**src/rtl/nand_page_read_seq_pkg.sv**
```systemverilog
// nand_page_read_seq_pkg: shared NAND command codes, sequencer states, default timings
// and the address-cycle byte selector.
package nand_page_read_seq_pkg;
    localparam logic [7:0] CMD_READ1 = 8'h00;
    localparam logic [7:0] CMD_READ2 = 8'h30;

    localparam int          DEF_COL_CYCLES = 2;
    localparam int          DEF_ROW_CYCLES = 3;
    localparam logic [15:0] DEF_TWB        = 16'd5;
    localparam logic [15:0] DEF_TRP        = 16'd2;
    localparam logic [15:0] DEF_TREH       = 16'd1;
    localparam logic [15:0] DEF_TIMEOUT    = 16'hFFFF;

    typedef enum logic [3:0] {
        IDLE, CMD1, ADDR, CMD2, WB, BUSY, RD_LOW, RD_HIGH, DONE
    } state_t;

    // Column bytes go out first (LSB first), then row bytes (LSB first).
    function automatic logic [7:0] addr_byte(input logic [15:0] col, input logic [23:0] row,
                                             input logic [2:0] idx, input int col_cycles);
        int r;
        r = int'(idx) - col_cycles;
        return r < 0 ? (idx[0] ? col[15:8] : col[7:0]) :
               r == 0 ? row[7:0] : r == 1 ? row[15:8] : row[23:16];
    endfunction
endpackage

```
**src/rtl/nand_page_read_seq_rb_sync.sv**
```systemverilog
// nand_rb_sync: two-flop synchroniser for the NAND ready/busy pin, idling at ready.
module nand_rb_sync (
    input  logic CLK,
    input  logic RSTn,
    input  logic RB,
    output logic rb_ready
);
    logic meta;

    always_ff @(posedge CLK or negedge RSTn) begin
        if (!RSTn) {rb_ready, meta} <= 2'b11;
        else       {rb_ready, meta} <= {meta, RB};
    end
endmodule

```
**src/rtl/nand_page_read_seq.sv**
```systemverilog
// nand_page_read_seq: issues 00h / address / 30h through the latch-stage handshakes,
// waits tWB and R/B ready, then strobes REn to read Byte_num bytes.
module nand_page_read_seq
    import nand_page_read_seq_pkg::*;
#(
    parameter int          COL_CYCLES  = DEF_COL_CYCLES,
    parameter int          ROW_CYCLES  = DEF_ROW_CYCLES,
    parameter logic [15:0] tWB_cnt     = DEF_TWB,
    parameter logic [15:0] tRP_cnt     = DEF_TRP,
    parameter logic [15:0] tREH_cnt    = DEF_TREH,
    parameter logic [15:0] TIMEOUT_cnt = DEF_TIMEOUT
) (
    input  logic        CLK,
    input  logic        RSTn,
    input  logic        Req,
    input  logic [15:0] Col_addr,
    input  logic [23:0] Row_addr,
    input  logic [11:0] Byte_num,
    output logic        Busy,
    output logic        Done,
    output logic        Err,
    output logic        Cmd_start,
    input  logic        Cmd_over,
    output logic        Addr_start,
    input  logic        Addr_over,
    output logic [7:0]  DQ_out,
    input  logic        RB,
    output logic        REn,
    input  logic [7:0]  DQ_in,
    output logic [7:0]  Rd_data,
    output logic        Rd_valid
);
    localparam logic [2:0] LAST_IDX = 3'(COL_CYCLES + ROW_CYCLES - 1);

    state_t      state, state_n;
    logic [15:0] cnt, col_q;
    logic [23:0] row_q;
    logic [11:0] num_q, bcnt;
    logic [2:0]  idx;
    logic        started, rb_ready, in_hs, acc, cap, timeout;

    nand_rb_sync u_rb_sync (
        .CLK      (CLK),
        .RSTn     (RSTn),
        .RB       (RB),
        .rb_ready (rb_ready)
    );

    // An Over only counts once our Start for the current item has gone out.
    always_comb begin
        in_hs   = state == CMD1 || state == ADDR || state == CMD2;
        acc     = in_hs && started && (state == ADDR ? Addr_over : Cmd_over);
        cap     = state == RD_LOW && cnt == tRP_cnt;
        timeout = state == BUSY && !rb_ready && cnt == TIMEOUT_cnt - 16'd1;
        state_n = state;
        case (state)
            IDLE:    state_n = Req ? CMD1 : IDLE;
            CMD1:    state_n = acc ? ADDR : CMD1;
            ADDR:    state_n = acc && idx == LAST_IDX ? CMD2 : ADDR;
            CMD2:    state_n = acc ? WB : CMD2;
            WB:      state_n = cnt == tWB_cnt ? BUSY : WB;
            BUSY:    state_n = rb_ready ? (num_q == '0 ? DONE : RD_LOW) : timeout ? DONE : BUSY;
            RD_LOW:  state_n = cap ? RD_HIGH : RD_LOW;
            RD_HIGH: state_n = cnt == tREH_cnt ? (bcnt == num_q ? DONE : RD_LOW) : RD_HIGH;
            default: state_n = IDLE;
        endcase
    end

    always_ff @(posedge CLK or negedge RSTn) begin
        if (!RSTn) begin
            state      <= IDLE;
            cnt        <= '0;
            idx        <= '0;
            started    <= 1'b0;
            col_q      <= '0;
            row_q      <= '0;
            num_q      <= '0;
            bcnt       <= '0;
            Busy       <= 1'b0;
            Done       <= 1'b0;
            Err        <= 1'b0;
            Cmd_start  <= 1'b0;
            Addr_start <= 1'b0;
            DQ_out     <= '0;
            REn        <= 1'b1;
            Rd_data    <= '0;
            Rd_valid   <= 1'b0;
        end else begin
            state   <= state_n;
            cnt     <= state_n != state ? '0 : cnt + 16'd1;
            started <= in_hs && !acc;
            idx     <= state == IDLE ? '0 : (state == ADDR && acc) ? idx + 3'd1 : idx;
            bcnt    <= state == IDLE ? '0 : cap ? bcnt + 12'd1 : bcnt;
            if (state == IDLE && Req) begin
                col_q <= Col_addr;
                row_q <= Row_addr;
                num_q <= Byte_num;
            end
            Busy       <= state != IDLE;
            Done       <= state == DONE;
            Err        <= (state == IDLE && Req) ? 1'b0 : timeout ? 1'b1 : Err;
            Cmd_start  <= (state == CMD1 || state == CMD2) && !started;
            Addr_start <= state == ADDR && !started;
            DQ_out     <= state == CMD1 ? CMD_READ1 : state == CMD2 ? CMD_READ2 :
                          state == ADDR ? addr_byte(col_q, row_q, idx, COL_CYCLES) : DQ_out;
            REn        <= state != RD_LOW;
            Rd_valid   <= cap;
            if (cap) Rd_data <= DQ_in;
        end
    end
endmodule

```
**config.mk**
```make
export PLATFORM = sky130hd
export DESIGN_NAME = nand_page_read_seq
export DESIGN_NICKNAME = d
export VERILOG_FILES = /design/src/rtl/nand_page_read_seq_pkg.sv /design/src/rtl/nand_page_read_seq_rb_sync.sv /design/src/rtl/nand_page_read_seq.sv
export SDC_FILE = /design/constraint.sdc
export NUM_CORES = 1
export LEC_CHECK = 0
export CORE_MARGIN = 2
export CORE_UTILIZATION = 55
export CTS_BUF_LIST = sky130_fd_sc_hd__clkbuf_2
export CTS_CLUSTER_SIZE = 28
export DETAILED_ROUTE_END_ITERATION = 8
export PLACE_DENSITY = 0.93
export SETUP_SLACK_MARGIN = 0.02
export SYNTH_ARGS = -nofsm -noshare
export SYNTH_HDL_FRONTEND = slang
export SYNTH_HIERARCHICAL = 1
export SYNTH_SLANG_ARGS = --single-unit
```
**constraint.sdc**
```tcl
create_clock -name CLK -period 3 [get_ports CLK]
set_input_delay 0.6 -clock CLK [delete_from_list [all_inputs] [get_ports CLK]]
set_output_delay 0.6 -clock CLK [all_outputs]
set_load 0.02 [all_outputs]
```
==> flow_summary.toml <==
[finish]
fill_cells = 707
syn2layout_area_growth_pct = 22.6
mostFrequentLayoutCells = "dfrtp_1 (110), clkdlybuf4s50_1 (87), mux2_2 (62), nor2_1 (36), nand2_1 (35)"
diodes = 0
layout.cells.non_filler = 700
fin_nets = 631
drive_above_1_share_pct = 20.8
final_common_cell = "dfrtp_1"
post-route-util_pct = 68.7

[grt]
grt_use_total_pct = 22.8
overflow = 0
antenna_found_initial = 0
grt_pass1_vias = 3947
grt_pass1_wl_mm = 18.4
grt_start_max_net_pins = 60

[clock_network]
cts_tree = "yes"
cts_buffer_depth = 2
root_buffer = "clkbuf_2"
cts_max_level = 4
cts_resized = 0
postCtsSetupRepairBufs = 0
clkTransAtPathRegs_ns = 0.15
cts_buffers = 17
cts_sinks = 113
clkLatencyLatePin_ns = 0.65

[worst_setup_path]
worstSetupStartpointType = "register"
crit_type = "register to register"
rr_worst_depth = 6
r2r_start = "state[1]$_DFF_PN0_"
r2r_slack_ns = 0.45
critPathArrivalTime_ns = 3.04
cp-end-kind = "register"
r2r-end = "cnt[15]$_DFF_PN0_"
critPathRequiredTime_ns = 3.49
critPathMaxFanout = 16

[power]
power.internal_mw = 3.47
p_total_mw = 5.49
power_frac_comb_pct = 39.2
clkPwrFrac_pct = 15.9
power.net_switching_mw = 2.02
p_leak_nw = 2.90
sw_frac_of_total_pct = 36.8
power.density_nw_per_um2 = 829
ir_drop_v = 0.000514
seqPwrFrac_pct = 44.9

[synthesis]
netlist_area_um2 = 5400
yosys-top-cells-area = "dfrtp_1 (51%), mux2_2 (13%), xor2_1 (4.9%)"
synth_top_area_share_pct = 50.9
synth_edf_count = 0
ys_types = 53
async_reset_ff_share_pct = 100
synth_flop_cell = "dfrtp_1"
netlist_instances = 463
synth_seq_cells = 113
avgSynthCellArea_um2 = 11.7
synth_seq_area_share_pct = 52.4
syn_nets = 537
yosys_warnings = 6
synth_area_leader_cell = "dfrtp_1"

[placed_design]
gp_congestion = 0.921
port_buffers = 88
dp_cells = 670
place_hpwl_mm = 8.23

[worst_hold_path]
min_to = "u_rb_sync/rb_ready$_DFF_PN1_"
holdCritStartpoint = "u_rb_sync/meta$_DFF_PN1_"
whs_path_depth = 0
hold_class = "register to register"

[job]
drv_cap = 0

[route]
drt_pass1_iterations = 5
wire_per_inst_um = 16.3
antenna_left = 0
drtIter0Drc = 239
routed_wl_mm = 11.4
vias = 3945
drc = 0
vias_per_cell = 5.64

[die]
die_y_um = 103
die_area_um2 = 10600
coreArea_um2 = 9640
ios = 89
start_util_pct = 56.0
die_x_um = 103
row_count = 36

[timing]
period_needed_ns = 2.55
finalHoldViolations = 0
rsz0062_at_grt = "no"
finalClockSkew_ns = 0.0299
setup_tns_ns = 0
slew_headroom_pct = 40.8
drv_slew = 0
tightest_slew_ns = 0.888
finalCritPeriodShare_pct = 85.0
finalSetupViolations = 0
fmax_mhz = 392

[run_status]
status = "finished, final reports clean"
## state kept, by name, summed over array words and instances, names as in the netlist
register / flops
started: 1
DQ_out: 8
row_q: 24
Busy: 1
bcnt: 12
Err: 1
REn: 1
u_rb_sync/rb_ready: 1
col_q: 16
Addr_start: 1
num_q: 12
Rd_valid: 1
u_rb_sync/meta: 1
Cmd_start: 1
Rd_data: 8
cnt: 16
idx: 3
state: 4
Done: 1
## metrics by stage
step / area (um^2) / hold WS, ns / worst slack [ns]
2_1_floorplan: 5400 / 0.304 / 0.562
3_3_place_gp: 6420 / 0.349 / 0.174
4_1_cts: 6610 / 0.00273 / 0.451
5_1_grt: 6620 / 0.320 / 0.254
6_report: 6620 / 0.366 / 0.449
3_5_place_dp: 6420 / 0.349 / 0.0997
## layer usage
metal,global-route usage (%),share of wire (%),up-vias
met3,6.64,6.3,27
li1,-,-,1843
met1,28.4,40,1927
met2,37.7,51,148
met5,0,0,-
met4,8.91,1.9,0
## area by class of cell
class / instances / area, um^2 / area share (%)
flip-flops and latches: 113 / 2830 / 42.8
well taps: 133 / 166 / 2.51
repair buffers: 95 / 958 / 14.5
clock buffers: 17 / 85.1 / 1.28
multi-input cells: 323 / 2450 / 37.0
clock inverters: 12 / 101 / 1.53
inverters: 7 / 26.3 / 0.397
## synthesized netlist by cell type, drive strengths merged, types with 2 or more instances
cell type	count
a21oi	17
a22o	6
a22oi	3
a311oi	2
a31oi	8
and2	3
and3	8
and4	2
buf	9
clkbuf	11
dfrtp	110
dfstp	3
ha	8
inv	7
mux2	62
mux2i	7
nand2	36
nand3	13
nand3b	2
nand4	12
nor2	36
nor3	24
nor4	9
nor4b	2
o21ai	5
or2	4
or3	4
xnor2	7
xor2	31
## kinds of logic (layout without fill, tap and decap cells)
group                    Yosys count  count (layout)  share of synthesized area (%)
AND/OR/NAND/NOR                  160             160                           17.0
adder cells (fa/ha/maj)            8               8                           1.85
multiplexers                      69              69                           14.2
XOR/XNOR                          38              38                           6.51
flip-flops                       113             113                           52.4
AO/OA/AOI/OAI                     48              48                           5.77
buffers and inverters             27             131                           2.25
## power by group through the flow
| stage | combinational [mW] | sequential [mW] | clock [mW] |
|---|---|---|---|
| final | 2.15 | 2.47 | 0.873 |
| after global routing | 2.33 | 2.53 | 0.960 |
| after CTS | 2.17 | 2.46 | 0.886 |
| after detailed placement | 2.16 | 2.49 | 0 |
| after global placement | 2.06 | 2.45 | 0 |
| after floorplan | 1.48 | 2.47 | 0 |
## worst max-delay path by stage
stage / start / to / cells past startpoint
after floorplan: idx[0]$_DFFE_PN0P_ / cnt[10]$_DFF_PN0_ / 9
after global placement: Addr_over / cnt[15]$_DFF_PN0_ / 7
after detailed placement: Addr_over / cnt[15]$_DFF_PN0_ / 7
after CTS: state[0]$_DFF_PN0_ / cnt[15]$_DFF_PN0_ / 6
after global routing: cnt[0]$_DFF_PN0_ / cnt[2]$_DFF_PN0_ / 6
final: state[1]$_DFF_PN0_ / cnt[15]$_DFF_PN0_ / 6
## repair_timing
| item | 4_1_cts | 5_1_grt |
|---|---|---|
| endpoints found under the hold margin | 0 | 7 |
| endpoints found under the setup margin | 0 | 0 |
| hold buffers | 0 | 1 |
## critical path, cell delays in order, from the launching register on
cell	delay [ns]
dfrtp_1	0.71
inv_2	0.17
a221oi_1	0.31
o32ai_1	0.13
or3_4	0.43
xor2_4	0.52
nor3_1	0.13
Power figures use the tool's default switching activity.
